`src/rtl/axi_arb_pkg.sv`:
```
// ============================================================================
// Module      : axi_arb_pkg
// Description : Shared types and payload layout for the 2:1 AXI arbiter.
// Revision    : 1.0  initial release
// ============================================================================
`default_nettype none

package axi_arb_pkg;

    localparam int AR_PLD_W   = 61;   // {id,len,size,burst,addr}
    localparam int W_PLD_W    = 145;  // {wlast,wstrb,wdata}
    localparam int R_PLD_W    = 139;  // {rlast,rresp,rid,rdata}
    localparam int B_PLD_W    = 10;   // {bresp,bid}

    localparam int AR_ID_LSB  = 53;
    localparam int W_LAST_BIT = 144;
    localparam int R_ID_LSB   = 128;
    localparam int R_LAST_BIT = 138;
    localparam int B_ID_LSB   = 0;

    typedef enum logic [2:0] {
        ST_IDLE    = 3'd0,
        ST_RD_ADDR = 3'd1,
        ST_RD_DATA = 3'd2,
        ST_WR_ADDR = 3'd3,
        ST_WR_DATA = 3'd4,
        ST_WR_RESP = 3'd5
    } arb_state_t;

endpackage

`default_nettype wire

```
`src/rtl/axi_arb_rr2.sv`:
```
// ============================================================================
// Module      : axi_arb_rr2
// Description : Two-request round-robin picker; rr_ptr breaks ties.
// Revision    : 1.0  initial release
// ============================================================================
`default_nettype none

module axi_arb_rr2 (
    input  logic [1:0] req,
    input  logic       rr_ptr,
    output logic       winner
);

    // A lone requester wins outright; rr_ptr only matters on a tie.
    assign winner = (req == 2'b11) ? rr_ptr : req[1];

endmodule

`default_nettype wire

```
`src/rtl/axi_arb2to1_128.sv`:
```
// ============================================================================
// Module      : axi_arb2to1_128
// Description : Two-master to one-slave AXI arbiter, whole-burst round robin.
//               Optional macro AXI_ARB_ID_TAG_EN: tag ID MSB with the grant.
// Revision    : 1.0  initial release
// ============================================================================
`default_nettype none

module axi_arb2to1_128
    import axi_arb_pkg::*;
#(
    parameter int ADDR_W = 40,
    parameter int DATA_W = 128,
    parameter int ID_W   = 8,
    parameter int LEN_W  = 8
) (
    input  logic                  pll_core_cpuclk,
    input  logic                  pad_cpu_rst,
    input  logic [1:0]            m_arvalid,
    output logic [1:0]            m_arready,
    input  logic [2*AR_PLD_W-1:0] m_ar_pld,
    input  logic [1:0]            m_awvalid,
    output logic [1:0]            m_awready,
    input  logic [2*AR_PLD_W-1:0] m_aw_pld,
    input  logic [1:0]            m_wvalid,
    output logic [1:0]            m_wready,
    input  logic [2*W_PLD_W-1:0]  m_w_pld,
    output logic [1:0]            m_rvalid,
    input  logic [1:0]            m_rready,
    output logic [R_PLD_W-1:0]    m_r_pld,
    output logic [1:0]            m_bvalid,
    input  logic [1:0]            m_bready,
    output logic [B_PLD_W-1:0]    m_b_pld,
    output logic                  s_arvalid,
    input  logic                  s_arready,
    output logic [AR_PLD_W-1:0]   s_ar_pld,
    output logic                  s_awvalid,
    input  logic                  s_awready,
    output logic [AR_PLD_W-1:0]   s_aw_pld,
    output logic                  s_wvalid,
    input  logic                  s_wready,
    output logic [W_PLD_W-1:0]    s_w_pld,
    input  logic                  s_rvalid,
    output logic                  s_rready,
    input  logic [R_PLD_W-1:0]    s_r_pld,
    input  logic                  s_bvalid,
    output logic                  s_bready,
    input  logic [B_PLD_W-1:0]    s_b_pld
);

    localparam int c_AR_ID_LSB = ADDR_W + 2 + 3 + LEN_W;
    localparam int c_W_LAST    = DATA_W + DATA_W / 8;
    localparam int c_R_ID_LSB  = DATA_W;
    localparam int c_R_LAST    = DATA_W + ID_W + 2;

    arb_state_t            r_state;
    logic                  r_grant;
    logic                  r_rr_ptr;
    logic [1:0]            w_req;
    logic                  w_winner;
    logic [AR_PLD_W-1:0]   w_ar_sel;
    logic [AR_PLD_W-1:0]   w_aw_sel;
    logic [ID_W-1:0]       w_ar_id;
    logic [ID_W-1:0]       w_aw_id;
    logic [ID_W-1:0]       w_r_id;
    logic [ID_W-1:0]       w_b_id;
    logic                  w_r_route;
    logic                  w_b_route;

    assign w_req = m_arvalid | m_awvalid;

    axi_arb_rr2 u_rr2 (
        .req    (w_req),
        .rr_ptr (r_rr_ptr),
        .winner (w_winner)
    );

    assign w_ar_sel = r_grant ? m_ar_pld[2*AR_PLD_W-1 -: AR_PLD_W] : m_ar_pld[AR_PLD_W-1:0];
    assign w_aw_sel = r_grant ? m_aw_pld[2*AR_PLD_W-1 -: AR_PLD_W] : m_aw_pld[AR_PLD_W-1:0];
    assign s_w_pld  = r_grant ? m_w_pld[2*W_PLD_W-1 -: W_PLD_W]    : m_w_pld[W_PLD_W-1:0];

`ifdef AXI_ARB_ID_TAG_EN
    // The ID MSB carries the master index out and steers responses back.
    assign w_ar_id   = {r_grant, w_ar_sel[c_AR_ID_LSB +: ID_W-1]};
    assign w_aw_id   = {r_grant, w_aw_sel[c_AR_ID_LSB +: ID_W-1]};
    assign w_r_route = s_r_pld[c_R_ID_LSB + ID_W - 1];
    assign w_b_route = s_b_pld[ID_W-1];
    assign w_r_id    = {1'b0, s_r_pld[c_R_ID_LSB +: ID_W-1]};
    assign w_b_id    = {1'b0, s_b_pld[ID_W-2:0]};
`else
    assign w_ar_id   = w_ar_sel[c_AR_ID_LSB +: ID_W];
    assign w_aw_id   = w_aw_sel[c_AR_ID_LSB +: ID_W];
    assign w_r_route = r_grant;
    assign w_b_route = r_grant;
    assign w_r_id    = s_r_pld[c_R_ID_LSB +: ID_W];
    assign w_b_id    = s_b_pld[ID_W-1:0];
`endif

    assign s_ar_pld = {w_ar_id, w_ar_sel[c_AR_ID_LSB-1:0]};
    assign s_aw_pld = {w_aw_id, w_aw_sel[c_AR_ID_LSB-1:0]};
    assign m_r_pld  = {s_r_pld[R_PLD_W-1:c_R_ID_LSB+ID_W], w_r_id, s_r_pld[c_R_ID_LSB-1:0]};
    assign m_b_pld  = {s_b_pld[B_PLD_W-1:ID_W], w_b_id};

    // Handshakes are opened only for the owner; IDLE is a deliberate bubble.
    always_comb begin
        m_arready = 2'b00;
        m_awready = 2'b00;
        m_wready  = 2'b00;
        m_rvalid  = 2'b00;
        m_bvalid  = 2'b00;
        s_arvalid = 1'b0;
        s_awvalid = 1'b0;
        s_wvalid  = 1'b0;
        s_rready  = 1'b0;
        s_bready  = 1'b0;
        case (r_state)
            ST_RD_ADDR: begin
                s_arvalid          = m_arvalid[r_grant];
                m_arready[r_grant] = s_arready;
            end
            ST_RD_DATA: begin
                m_rvalid[w_r_route] = s_rvalid;
                s_rready            = m_rready[w_r_route];
            end
            ST_WR_ADDR: begin
                s_awvalid          = m_awvalid[r_grant];
                m_awready[r_grant] = s_awready;
            end
            ST_WR_DATA: begin
                s_wvalid          = m_wvalid[r_grant];
                m_wready[r_grant] = s_wready;
            end
            ST_WR_RESP: begin
                m_bvalid[w_b_route] = s_bvalid;
                s_bready            = m_bready[w_b_route];
            end
            default: ;
        endcase
    end

    always_ff @(posedge pll_core_cpuclk) begin
        if (pad_cpu_rst) begin
            r_state  <= ST_IDLE;
            r_grant  <= 1'b0;
            r_rr_ptr <= 1'b0;
        end else begin
            case (r_state)
                ST_IDLE: begin
                    if (|w_req) begin
                        r_grant <= w_winner;
                        r_state <= m_arvalid[w_winner] ? ST_RD_ADDR : ST_WR_ADDR;
                    end
                end
                ST_RD_ADDR: if (s_arvalid && s_arready) r_state <= ST_RD_DATA;
                ST_RD_DATA: begin
                    if (s_rvalid && s_rready && s_r_pld[c_R_LAST]) begin
                        r_state  <= ST_IDLE;
                        r_rr_ptr <= ~r_grant;
                    end
                end
                ST_WR_ADDR: if (s_awvalid && s_awready) r_state <= ST_WR_DATA;
                ST_WR_DATA: if (s_wvalid && s_wready && s_w_pld[c_W_LAST]) r_state <= ST_WR_RESP;
                ST_WR_RESP: begin
                    if (s_bvalid && s_bready) begin
                        r_state  <= ST_IDLE;
                        r_rr_ptr <= ~r_grant;
                    end
                end
                default: r_state <= ST_IDLE;
            endcase
        end
    end

`ifndef SYNTHESIS
    // A granted master must hold its address valid until the slave accepts.
    a_ar_hold: assert property (@(posedge pll_core_cpuclk) disable iff (pad_cpu_rst)
        (r_state == ST_RD_ADDR) |-> m_arvalid[r_grant]);
    a_aw_hold: assert property (@(posedge pll_core_cpuclk) disable iff (pad_cpu_rst)
        (r_state == ST_WR_ADDR) |-> m_awvalid[r_grant]);
`endif

endmodule

`default_nettype wire
```
`config.mk`:
```
export PLATFORM = sky130hd
export DESIGN_NAME = axi_arb2to1_128
export DESIGN_NICKNAME = d
export VERILOG_FILES = /design/src/rtl/axi_arb_pkg.sv /design/src/rtl/axi_arb_rr2.sv /design/src/rtl/axi_arb2to1_128.sv
export SDC_FILE = /design/constraint.sdc
export NUM_CORES = 1
export LEC_CHECK = 0
export ABC_AREA = 0
export CELL_PAD_IN_SITES_DETAIL_PLACEMENT = 1
export CELL_PAD_IN_SITES_GLOBAL_PLACEMENT = 1
export CORE_AREA = 5 5 443 445
export DETAILED_ROUTE_END_ITERATION = 10
export DIE_AREA = 0 0 448 450
export PLACE_DENSITY_LB_ADDON = 0.1
export RECOVER_POWER = 50
export SKIP_CTS_REPAIR_TIMING = 1
export SLEW_MARGIN = 40
export SYNTH_ARGS = -nofsm -noshare
export SYNTH_HDL_FRONTEND = slang
export SYNTH_SLANG_ARGS = --single-unit
```
`constraint.sdc`:
```
create_clock -name pll_core_cpuclk -period 3.32 [get_ports pll_core_cpuclk]
set_clock_uncertainty 0.15 [all_clocks]
set_input_delay 0.498 -clock pll_core_cpuclk [delete_from_list [all_inputs] [get_ports pll_core_cpuclk]]
set_output_delay 0.498 -clock pll_core_cpuclk [all_outputs]
set_load 0.05 [all_outputs]
```
==> run_results.csv <==
group,metric,value,unit
run_status,outcome,"complete, no violations",
worst_hold_path,min_path_type,"register to register",
synth,yosys_warnings,0,
route,drtAntennaViolNets,0,
clock_network,clkSinkCount,5,
clock_network,cts.clk_slew.worst_paths,0.04,ns
global_route,grt_max_degree,75,
synth,synth-seq-cells,5,
power_and_ir_drop,peakVddDrop,0.000101,V
sta,setup_viol,0,
die,dieArea,0.202,mm^2
placement,gp_congestion,0.860,
route,drt-initial-drc-count,171,
sta,maxSlewViolCount,0,
power_and_ir_drop,p_per_area,278,mW/mm^2
sta,hold_violations,0,
synth,syn-num-nets,1228,
clock_network,cts-root-buf,"clkbuf_16",
global_route,grt_pass1_wl,124000,um
clock_network,numCtsBuffers,3,
worst_setup_path,critPathMaxFanout,10,
global_route,grt_antenna_before_repair,53,
finish,design_area,0.0154,mm^2
die,die_w,448,um
die,ios,1131,
worst_setup_path,critPathBufInv,3,
route,wl_per_cell,28.7,um
sta,final.min_clock_period,3.05,ns
clock_network,cts_buffer_depth,2,
power_and_ir_drop,leakagePower,4.89,nW
synth,seq_area_frac_synth,0.0205,
placement,placed_cell_area,0.0155,mm^2
global_route,overflow,0,
synth,syn_area,0.00488,mm^2
placement,hpwl,102000,um
worst_setup_path,crit_type,"register to output port",
route,viasPerCell,1.90,
worst_setup_path,critPathMaxStageDelay,0.72,ns
global_route,grt_pass1_vias,7981,
finish,utilization,0.0804,
synth,syn_area_per_cell,9.25,um^2
worst_setup_path,slowest_stage,"clkdlybuf4s50_1",
clock_network,insertion_delay,0.23,ns
worst_setup_path,cp_top_family,"buffers and inverters",
synth,synth-async-reset-ratio,0,
route,drtPass1Iterations,4,
clock_network,htree_num_levels,1,
run,drv_cap,0,
worst_setup_path,worst_ep_required_time,2.67,ns
die,num_rows,161,
global_route,track_usage,0.100,
worst_setup_path,startpoint_type,"register",
route,drc,0,
finish,nets,1903,
placement,portBuffers,834,
synth,synth_edf_count,0,
sta,whs,0.408,ns
synth,ys_types,32,
route,finalWirelength,107000,um
worst_setup_path,path_cells,"buf_12, clkbuf_1, mux2_2, clkdlybuf4s50_1",
die,core,0.192,mm^2
finish,drive_above_1_share,0.371,
die,initial_core_util,0.0255,
worst_setup_path,cp-end-kind,"output port",
sta,grt_setup_unrepaired,"false",
clock_network,cts_tree,"yes",
sta,post-route-period-util,0.918,
sta,relSlewSlack,0.184,
sta,tns,0,ns
synth,synth_ff_type,"dfxtp_1",
sta,max_freq,328,MHz
sta,worst_pin_slew,1.23,ns
route,vias,7081,
die,die_y,450,um
worst_setup_path,cp.arrival,2.40,ns
synth,syn_inst,528,
finish,synthToLayoutAreaGrowth,216,%
[per-stage QoR]
step / instances / setup WS [ns] / power [mW]
5_1_grt: 3728 / 0.214 / 4.49
3_3_place_gp: 3724 / 0.333 / 4.27
4_1_cts: 3728 / 0.343 / 4.47
2_1_floorplan: 528 / 0.377 / 2.54
3_5_place_dp: 3724 / 0.351 / 4.25
6_report: 3736 / 0.271 / 4.28
[synthesized netlist by cell type, types with 2 or more instances]
cell	number	area share
a21oi_1	3	0.0031
buf_2	8	0.0082
buf_4	171	0.26
clkbuf_1	4	0.0031
dfxtp_1	5	0.020
inv_1	4	0.0031
mux2_2	268	0.62
mux2i_1	4	0.0082
nand2_1	8	0.0061
nand2b_1	3	0.0038
nand3_1	4	0.0041
nor2_1	17	0.013
nor3_1	5	0.0051
nor4_1	3	0.0038
o21ai_0	3	0.0031
o31ai_1	2	0.0031
[routing by layer]
layer,GRT usage,vias up,share of wire
met2,0.178,522,0.50
met3,0.0457,78,0.11
met4,0.00646,10,0.0068
met5,0.0103,-,0.0033
li1,-,3083,-
met1,0.114,3388,0.38
[final timing paths]
kind,slack (ns),start,endpoint,depth (start not counted)
worst max-delay path,0.27,r_grant$_SDFFE_PP0P_,s_w_pld[26],4
worst min-delay path,0.41,r_rr_ptr$_SDFFE_PP0P_,r_rr_ptr$_SDFFE_PP0P_,2
worst max register to register,0.69,r_grant$_SDFFE_PP0P_,r_state[1]$_SDFFE_PP0P_,6
worst min register to register,0.41,r_rr_ptr$_SDFFE_PP0P_,r_rr_ptr$_SDFFE_PP0P_,2
[placed cells by master, fill, tap and decap left out, types with 4 or more instances in the layout]
cell | Yosys | final
clkbuf_2 | 0 | 10
nand2_1 | 8 | 8
buf_4 | 171 | 119
nor3_1 | 5 | 5
nor2_1 | 17 | 17
mux2_1 | 0 | 23
dfxtp_1 | 5 | 4
nand3_1 | 4 | 4
mux2_2 | 268 | 245
clkdlybuf4s50_1 | 0 | 636
inv_1 | 4 | 4
buf_12 | 0 | 60
clkbuf_1 | 4 | 25
diode_2 | 0 | 8
mux2i_1 | 4 | 5
[kinds of logic (layout without fill, tap and decap cells)]
| group | after synthesis | in the layout | synth area share |
|---|---|---|---|
| buffers and inverters | 188 | 862 | 0.279 |
| multiplexers | 274 | 274 | 0.632 |
| AO/OA/AOI/OAI | 16 | 16 | 0.0241 |
| flip-flops | 5 | 5 | 0.0205 |
| other | 0 | 8 | 0 |
| AND/OR/NAND/NOR | 45 | 45 | 0.0441 |
[cell type report]
class | count | area, um^2
clock buffers | 3 | 75.1
well taps | 2526 | 3160
multi-input cells | 335 | 3410
repair buffers | 854 | 8640
inverters | 4 | 15.0
flip-flops and latches | 5 | 104
clock inverters | 1 | 5.00
diodes | 8 | 20.0
fillers | 22600 | 176000
[flip-flops by register name, summed over array words and instances (netlist names)]
| register | flops |
|---|---|
| r_rr_ptr | 1 |
| r_state | 3 |
| r_grant | 1 |
[report_power, final]
group | internal (mW) | total, mW | leakage (nW) | switching, mW
sequential | 0.0701 | 0.0968 | 0.0417 | 0.0267
combinational | 1.59 | 3.98 | 4.80 | 2.39
clock | 0.158 | 0.200 | 0.0409 | 0.0423
[worst reg2reg max path, cell delays in order, from the launching register on]
cell	delay [ns]
dfxtp_4	0.43
buf_12	0.40
mux2i_1	0.76
o211ai_2	0.12
a21boi_0	0.44
a21oi_2	0.07
mux2i_1	0.13
(Power assumes the default switching activity.)
